### src/rtl/riscv_pkg.sv
`default_nettype none
// ============================================================================
//  Module      : riscv_pkg
//  Description : Shared types for the instruction-fetch prefetch unit:
//                APB fetch FSM state, NOP encoding and buffer entry layout.
//  Revision    : 1.0 - initial release
// ============================================================================
package riscv_pkg;

    // Canonical RISC-V NOP (addi x0, x0, 0).
    localparam logic [31:0] RISCV_NOP = 32'h0000_0013;

    // Storage width for the PC field of a buffer entry; the top module
    // zero-extends its ADDR_W-bit PC into it (ADDR_W must not exceed this).
    localparam int unsigned RISCV_PC_W = 64;

    typedef enum logic [1:0] {
        ST_IDLE   = 2'd0,
        ST_SETUP  = 2'd1,
        ST_ACCESS = 2'd2
    } apb_state_t;

    typedef struct packed {
        logic [31:0]           instr;
        logic [RISCV_PC_W-1:0] pc;
        logic                  fault;
    } fetch_entry_t;

endpackage
`default_nettype wire

### src/rtl/riscv_if_fifo.sv
`default_nettype none
// ============================================================================
//  Module      : riscv_if_fifo
//  Description : DEPTH-entry show-ahead FIFO of fetch entries with flush.
//                Head is read straight from storage registers. Push and pop
//                in the same cycle on a full FIFO are allowed.
//  Revision    : 1.0 - initial release
// ============================================================================
module riscv_if_fifo
    import riscv_pkg::*;
#(
    parameter int unsigned  DEPTH       = 2,
    parameter fetch_entry_t RESET_ENTRY = '0
) (
    input  logic                       clk,
    input  logic                       reset,
    input  logic                       flush_i,
    input  logic                       push_i,
    input  fetch_entry_t               push_data_i,
    input  logic                       pop_i,
    output logic [$clog2(DEPTH):0]     count_o,
    output fetch_entry_t               head_o
);

    localparam int unsigned PTR_W = $clog2(DEPTH);
    localparam int unsigned CNT_W = PTR_W + 1;

    fetch_entry_t       mem_q [DEPTH];
    logic [PTR_W-1:0]   wr_q;
    logic [PTR_W-1:0]   rd_q;
    logic [CNT_W-1:0]   count_q;

    // Pointer, occupancy and storage update; flush only rewinds pointers.
    always_ff @(posedge clk or posedge reset) begin
        if (reset) begin
            wr_q    <= '0;
            rd_q    <= '0;
            count_q <= '0;
            for (int i = 0; i < int'(DEPTH); i++) begin
                mem_q[i] <= RESET_ENTRY;
            end
        end else if (flush_i) begin
            wr_q    <= '0;
            rd_q    <= '0;
            count_q <= '0;
        end else begin
            if (push_i) begin
                mem_q[wr_q] <= push_data_i;
                wr_q        <= wr_q + PTR_W'(1);
            end
            if (pop_i) begin
                rd_q <= rd_q + PTR_W'(1);
            end
            count_q <= count_q + CNT_W'(push_i) - CNT_W'(pop_i);
        end
    end

    assign count_o = count_q;
    assign head_o  = mem_q[rd_q];

endmodule
`default_nettype wire

### src/rtl/riscv_if_prefetch.sv
`default_nettype none
// ============================================================================
//  Module      : riscv_if_prefetch
//  Description : APB instruction-fetch unit with prefetch buffer, sequential
//                PC, and redirect/flush. Optional macro RISCV_IF_PSLVERR_EN
//                records pslverr_i as a per-entry fault and halts fetch after
//                a fault until the next redirect.
//  Revision    : 1.0 - initial release
// ============================================================================
module riscv_if_prefetch
    import riscv_pkg::*;
#(
    parameter int unsigned       ADDR_W   = 32,
    parameter int unsigned       DEPTH    = 2,
    parameter logic [ADDR_W-1:0] RESET_PC = '0
) (
    input  logic              clk,
    input  logic              reset,
    output logic              psel_o,
    output logic              penable_o,
    output logic [ADDR_W-1:0] paddr_o,
    output logic              pwrite_o,
    output logic [31:0]       pwdata_o,
    input  logic              pready_i,
    input  logic [31:0]       prdata_i,
    input  logic              pslverr_i,
    input  logic              ex_if_redirect_i,
    input  logic [ADDR_W-1:0] ex_if_pc_i,
    output logic              if_dec_valid_o,
    output logic [31:0]       if_dec_instr_o,
    output logic [ADDR_W-1:0] if_dec_pc_o,
    output logic              if_dec_fault_o,
    input  logic              dec_if_ready_i
);

    localparam int unsigned  CNT_W = $clog2(DEPTH) + 1;
    localparam int unsigned  OCC_W = CNT_W + 1;
    localparam fetch_entry_t RESET_ENTRY = '{instr: RISCV_NOP,
                                             pc:    RISCV_PC_W'(RESET_PC),
                                             fault: 1'b0};

    apb_state_t        state_q;
    logic              psel_q, penable_q;
    logic [ADDR_W-1:0] fetch_pc_q, fetch_pc_d;
    logic [ADDR_W-1:0] paddr_q;
    logic              kill_q, kill_d;
    logic              stop_q, stop_d;
    logic [CNT_W-1:0]  count;
    fetch_entry_t      head, push_entry;
    logic              completing, in_flight, push, pop, credit, fault_in;
    logic [OCC_W-1:0]  occ_next;

`ifdef RISCV_IF_PSLVERR_EN
    assign fault_in       = pslverr_i;
    assign if_dec_fault_o = if_dec_valid_o & head.fault;
    logic unused_bits;
    assign unused_bits = ^{head.pc, ex_if_pc_i[1:0]};
`else
    assign fault_in       = 1'b0;
    assign if_dec_fault_o = 1'b0;
    logic unused_bits;
    assign unused_bits = ^{head.pc, head.fault, ex_if_pc_i[1:0], pslverr_i};
`endif

    // Handshakes, credit and next-state of PC / kill / fault-stop.
    always_comb begin
        completing = (state_q == ST_ACCESS) && pready_i;
        // A transfer that is still on the bus after this edge.
        in_flight  = (state_q == ST_SETUP) || ((state_q == ST_ACCESS) && !pready_i);
        push       = completing && !kill_q && !ex_if_redirect_i;
        pop        = if_dec_valid_o && dec_if_ready_i && !ex_if_redirect_i;
        occ_next   = ex_if_redirect_i ? '0
                   : OCC_W'(count) + OCC_W'(push) - OCC_W'(pop);
        stop_d     = ex_if_redirect_i ? 1'b0 : (stop_q | (push & fault_in));
        credit     = ((occ_next + OCC_W'(in_flight)) < OCC_W'(DEPTH)) && !stop_d;

        fetch_pc_d = fetch_pc_q;
        if (ex_if_redirect_i) begin
            fetch_pc_d = {ex_if_pc_i[ADDR_W-1:2], 2'b00};
        end else if (push) begin
            fetch_pc_d = fetch_pc_q + ADDR_W'(4);
        end

        // A redirect that lands mid-transfer marks it for discard; the mark
        // clears when that transfer finishes on the bus.
        kill_d = kill_q;
        if (ex_if_redirect_i && in_flight) begin
            kill_d = 1'b1;
        end else if (completing) begin
            kill_d = 1'b0;
        end

        push_entry.instr = fault_in ? RISCV_NOP : prdata_i;
        push_entry.pc    = RISCV_PC_W'(paddr_q);
        push_entry.fault = fault_in;
    end

    // APB fetch FSM with registered psel/penable.
    always_ff @(posedge clk or posedge reset) begin
        if (reset) begin
            state_q   <= ST_IDLE;
            psel_q    <= 1'b0;
            penable_q <= 1'b0;
        end else begin
            case (state_q)
                ST_IDLE: begin
                    if (credit) begin
                        state_q <= ST_SETUP;
                        psel_q  <= 1'b1;
                    end
                end
                ST_SETUP: begin
                    state_q   <= ST_ACCESS;
                    penable_q <= 1'b1;
                end
                ST_ACCESS: begin
                    if (pready_i) begin
                        state_q   <= credit ? ST_SETUP : ST_IDLE;
                        psel_q    <= credit;
                        penable_q <= 1'b0;
                    end
                end
                default: begin
                    state_q   <= ST_IDLE;
                    psel_q    <= 1'b0;
                    penable_q <= 1'b0;
                end
            endcase
        end
    end

    // Fetch PC, bus address and control flags. The bus address only follows
    // the fetch PC between transfers so it stays frozen across SETUP/ACCESS.
    always_ff @(posedge clk or posedge reset) begin
        if (reset) begin
            fetch_pc_q <= RESET_PC;
            paddr_q    <= RESET_PC;
            kill_q     <= 1'b0;
            stop_q     <= 1'b0;
        end else begin
            fetch_pc_q <= fetch_pc_d;
            kill_q     <= kill_d;
            stop_q     <= stop_d;
            if ((state_q == ST_IDLE) || completing) begin
                paddr_q <= fetch_pc_d;
            end
        end
    end

    riscv_if_fifo #(
        .DEPTH       (DEPTH),
        .RESET_ENTRY (RESET_ENTRY)
    ) u_fifo (
        .clk         (clk),
        .reset       (reset),
        .flush_i     (ex_if_redirect_i),
        .push_i      (push),
        .push_data_i (push_entry),
        .pop_i       (pop),
        .count_o     (count),
        .head_o      (head)
    );

    assign psel_o         = psel_q;
    assign penable_o      = penable_q;
    assign paddr_o        = paddr_q;
    assign pwrite_o       = 1'b0;
    assign pwdata_o       = '0;
    assign if_dec_valid_o = (count != '0);
    assign if_dec_instr_o = if_dec_valid_o ? head.instr : RISCV_NOP;
    assign if_dec_pc_o    = head.pc[ADDR_W-1:0];

endmodule
`default_nettype wire
### config.mk
export PLATFORM = sky130hd
export DESIGN_NAME = riscv_if_prefetch
export DESIGN_NICKNAME = d
export VERILOG_FILES = /design/src/rtl/riscv_pkg.sv /design/src/rtl/riscv_if_fifo.sv /design/src/rtl/riscv_if_prefetch.sv
export SDC_FILE = /design/constraint.sdc
export NUM_CORES = 1
export LEC_CHECK = 0
export ABC_AREA = 1
export CORE_MARGIN = 1.5
export CORE_UTILIZATION = 57
export DETAILED_ROUTE_END_ITERATION = 12
export DONT_BUFFER_PORTS = 1
export PLACE_DENSITY = 0.81
export SLEW_MARGIN = 20
export SYNTH_ARGS = -nofsm -noshare
export SYNTH_HDL_FRONTEND = slang
export SYNTH_SLANG_ARGS = --single-unit
### constraint.sdc
create_clock -name clk -period 6.8 [get_ports clk]
set_clock_uncertainty 0.1 [all_clocks]
set_input_delay 1.36 -clock clk [delete_from_list [all_inputs] [get_ports clk]]
set_output_delay 1.36 -clock clk [all_outputs]
set_load 0.1 [all_outputs]
# --- After elaboration in Yosys (flattened, before gate mapping) ---
# Cells that the tools add are included.
# Widths: inputs -> output; s select.
classes:
  n_addsub: 8
  order_cmp: 4
  n_eq_ne: 4
  n_mux: 27
  n_bitwise: 5
  reduce_logical: 24
ops:
  columns: ["operator", "count"]
  rows:
  - ["$mux 97", 4]
  - ["$bwmux 194", 1]
  - ["$demux 97 s1", 1]
  - ["$mux 32", 3]
  - ["$add 32x3->32 const B", 1]
  - ["$mux 1", 11]
  - ["$logic_and 1x1->1", 9]
  - ["$reduce_bool 2->1", 4]
  - ["$mux 2", 3]
  - ["$pmux 1 s3", 2]
  - ["$pmux 2 s3", 1]
  - ["$reduce_and 2->1", 3]
  - ["$ge 2x2->1 const B", 2]
  - ["$logic_not 1->1", 4]
  - ["$ne 2x2->1 const B", 2]
  - ["$not 1->2", 2]
  - ["$add 2x1->3", 1]
  - ["$add 3x1->3", 1]
  - ["$lt 3x2->1 const B", 1]
  - ["$mux 3", 1]
  - ["$not 1->1", 3]
  - ["$reduce_and 3->1", 1]
  - ["$sub 3x1->3", 1]
  - ["$add 1x1->1 const B", 2]
  - ["7 further kinds", 8]
totals:
  regBits: 268
  inputBits: 70
  output_inout_bits: 133
  wordCells: 88

# --- Depth between registers and ports, before layout ---
depth:
  ltp_word: 13
  mapped_depth: 14
  mapped_depth_nobuf: 14

# --- By module ---
# A second synthesis with hierarchy kept.
hier_totals:
  cells_unflattened: 1454
  area_unflattened_um2: 13251.5
by_module_without_submodules:
  columns: ["module", "n_inst", "cells_per_inst", "area_each_um2", "seq_area_each_um2"]
  rows:
  - ["riscv_if_fifo", 1, 856, 8929.8, 4962.3]
  - ["riscv_if_prefetch", 1, 598, 4321.6, 1751.7]

# --- Worst setup path after synthesis ---
# Ideal clock, no wire load.
synth_path:
  path_type: "register -> output"
  start: "register u_fifo.rd_q"
  end: "output if_dec_instr_o[27]"
  arrival_ns: 2.511
  required_time_ns: 5.340
  slack_ns: 2.829
  path_stages_with_launch: 6
  n_path_buf: 2
  cell_sequence: "dfrtp_1 > inv_1 > clkbuf_1 > clkbuf_1 > nand2_1 > a21oi_1"
synth_between:
  elab_chain_len: 5
synth_lines:
  columns: ["element", "line", "text"]
  rows:
  - ["from (decl)", "riscv_if_fifo.sv:30", "logic [PTR_W-1:0] rd_q;"]
  - ["from (signal assigned)", "riscv_if_fifo.sv:52", "rd_q <= rd_q + PTR_W'(1);"]
  - ["$not 1->2 (not written as such)", "riscv_if_fifo.sv:59", "assign head_o = mem_q[rd_q];"]
  - ["$mux 97 (not written as such) (3 in a row)", "riscv_if_fifo.sv:59", null]
  - ["$mux 32", "riscv_if_prefetch.sv:170", "assign if_dec_instr_o = if_dec_valid_o ? head.instr : RISCV_NOP;"]
  - ["to (decl)", "riscv_if_prefetch.sv:30", "output logic [31:0] if_dec_instr_o,"]
# No other way between the ends. The select of a mux whose other input is x is not followed.

# --- Final worst setup path ---
layout_path:
  start: "register u_fifo.count_q[0], in the netlist u_fifo.count_o[0]"
  end: "output if_dec_instr_o[4]"
layout_between:
  elab_chain_len: 2
layout_lines:
  columns: ["element", "line", "text"]
  rows:
  - ["from (decl)", "riscv_if_fifo.sv:31", "logic [CNT_W-1:0] count_q;"]
  - ["from (signal assigned)", "riscv_if_fifo.sv:54", "count_q <= count_q + CNT_W'(push_i) - CNT_W'(pop_i);"]
  - ["$reduce_bool 2->1", "riscv_if_prefetch.sv:169", "assign if_dec_valid_o = (count != '0);"]
  - ["via if_dec_valid_o", "riscv_if_prefetch.sv:29", "output logic if_dec_valid_o,"]
  - ["$mux 32", "riscv_if_prefetch.sv:170", null]
# The timed path passes the listed nets, and every way through them passes these cells.

==> impl_metrics.ini <==
[job]
drv_cap = 0

[sta]
fmax_mhz = 217.8
holdWs_ns = 0.3738
setup_ws_ns = 2.208
setup-tns-final_ns = 0
layout_worst_path_cycle_share_pct = 67.53
grt_setup_unrepaired = false
relSlewSlack_pct = 21.10
slew_viol_final = 0
setup_viol = 0
tightestPinTransition_ns = 1.184
min_period_ns = 4.592
hold_violations = 0

[synthesis]
synth_area_leaders = dfrtp_1, nand2_1, inv_1
yosysWarnings = 0
syn_inst = 1234
postSynth.asyncResetShare_pct = 100.0
yosys.cell_types.count = 38
synth-seq-area-share_pct = 51.27
synth_commonest_cells = nand2_1, dfrtp_1, inv_1
ys_seq_elements = 202
synth_ff_type = dfrtp_1
avgSynthCellArea_um2 = 8.002
yosysTopAreaCell = dfrtp_1
synth.most_common_cell = nand2_1
synth_edf_count = 0
syn_area_mm2 = 0.009874
yosysTopAreaCellShare_pct = 49.67

[grt]
grt_remaining_overflow = 0
grt.total_usage_pct = 24.55
grt_pass1_vias = 7111
antenna_found_initial = 0
grt_max_degree = 203
grt_pass1_wl_um = 35720

[critical_path]
crit_path_end_kind = output pin
r2r_slack_ns = 2.86
path_class = reg2out
critPathLaunch = u_fifo.count_o[0]
reg2reg_to = psel_o
endpoint = if_dec_instr_o[4]
cp.arrival_ns = 3.13
r2r_start = u_fifo.count_o[0]
worstPathMaxFanout = 30
cp-start-kind = flop
worstRegToRegCells = 15
critPathRequiredTime_ns = 5.34

[die]
die_x_um = 134.6
rows = 47
dieHeight_um = 134.6
design.core.area_mm2 = 0.01676
initial_core_util_pct = 58.92
die-area_mm2 = 0.01812
pin_count = 203

[pwr]
seqPwrFrac_pct = 46.4
power_density_mw_per_mm2 = 497.7
internal-power_mw = 2.520
power_switching_mw = 2.841
totalPowerFinal_mw = 5.360
max-vdd-ir-drop_uv = 401.1
p_leak_nw = 5.321
swShare_pct = 52.99
power_frac_comb_pct = 32.7
clockPowerShare_pct = 20.9

[placement]
dp_hpwl_um = 14810
routabilityCongestion = 0.9319
io_buffer_count = 0
dp_slack_ns = 2.741

[routing]
drt-total-wl_um = 22460
num_vias = 7666
viasPerCell = 5.261
first_iter_violations = 486
dr.pass1.iters = 5
wl_per_cell_um = 15.42
antenna_left = 0
drc = 0

[clocking]
clock-sinks = 202
cts_resized = 0
root_buffer = clkbuf_16
cts_tree = built
clk_path_buf_depth = 3
clkLatencyLatePin_ns = 0.49
htreeDepth = 1
post_cts_buffers = 0
cts_inserted_buffers = 23
clkTransAtPathRegs_ns = 0.06
holdBufCountCts = 0

[outcome]
status = finished clean

[cells_and_area]
regArea_mm2 = 0.005064
finish.utilization_pct = 64.26
syn2layout_area_growth_pct = 9.072
drive_gt1_share_pct = 11.88
finalNetCount = 1296
multi_input_area_mm2 = 0.004089
antennaDiodeCount = 0
n_fill_cell = 1464

[hold_path]
hold_path_startpoint = u_fifo.mem_q[66]
hold_class = reg2reg
[power by group through the flow]
stage                     Sequential (mW)  Clock (mW)  Combinational [mW]
after global placement               2.49           0                1.71
after floorplan                      2.42           0                1.53
after global routing                 2.53        1.19                1.88
final                                2.49        1.12                1.75
after detailed placement             2.50           0                1.74
after CTS                            2.48        1.14                1.75
[cell type report]
class / count / share of cell area [%]
inverters: 117 / 4.112
repair buffers: 23 / 1.905
well taps: 220 / 2.556
flip-flops and latches: 202 / 47.01
clock buffers: 37 / 6.204
multi-input cells: 854 / 37.96
clock inverters: 4 / 0.2440
[critical path, cell delays in order, from the launching register on]
cell and delay (ns):
dfrtp_1 0.40, nor2_4 0.10, buf_4 0.51, inv_1 0.65, nand3_1 0.96
[cells in the final DEF (no fill, tap or decap), types with 5 or more instances in the layout]
cell / count
a21boi_0: 12
a21oi_2: 22
a21oi_4: 8
buf_4: 21
clkbuf_1: 10
clkbuf_16: 23
conb_1: 34
dfrtp_1: 195
dfstp_2: 6
inv_1: 114
nand2_1: 463
nand3_1: 56
nand4_1: 6
nor2_1: 42
o211ai_1: 5
o21ai_0: 66
o21ai_1: 58
o21ai_2: 27
or2_2: 16
[state kept, by name, summed over array words and instances (netlist names), 2 cells and up]
register        count
u_fifo.count_o      2
fetch_pc_q         32
u_fifo.mem_q      128
paddr_o            32
state_q             2
[metrics by stage]
step,cells,cell area [um2]
3_5_place_dp,1415,10000
6_report,1457,10770
4_1_cts,1456,10700
3_3_place_gp,1415,9996
5_1_grt,1457,10770
2_1_floorplan,1267,10000
[cells by family (layout without fill, tap and decap cells)]
family	count (synthesis)	in the layout	share of synthesized area [%]
adders and majority gates	5	5	0.7096
buffers and inverters	211	181	10.48
DFF	202	202	51.27
and+or+nand+nor	600	600	24.70
xor gates and xnor gates	6	6	0.5322
other	1	34	0.03798
AOI/OAI and AO/OA	208	208	12.16
muxes	1	1	0.1140
[layer usage]
layer	part of all wire (%)	track usage (%)
met5	0	0
met4	1.5	5.556
met3	6.7	5.180
met2	49	42.08
met1	43	32.27
[worst min-delay path by stage]
stage / end / slack (ns) / cells after the start
2_1_floorplan: u_fifo.mem_q[162] / 0.35 / 2
5_1_grt: u_fifo.mem_q[66] / 0.39 / 2
4_1_cts: u_fifo.mem_q[66] / 0.37 / 2
3_5_place_dp: u_fifo.mem_q[66] / 0.36 / 2
6_report: u_fifo.mem_q[66] / 0.37 / 2
3_3_place_gp: u_fifo.mem_q[162] / 0.36 / 2
No activity file was read; power rests on OpenSTA's default activity.
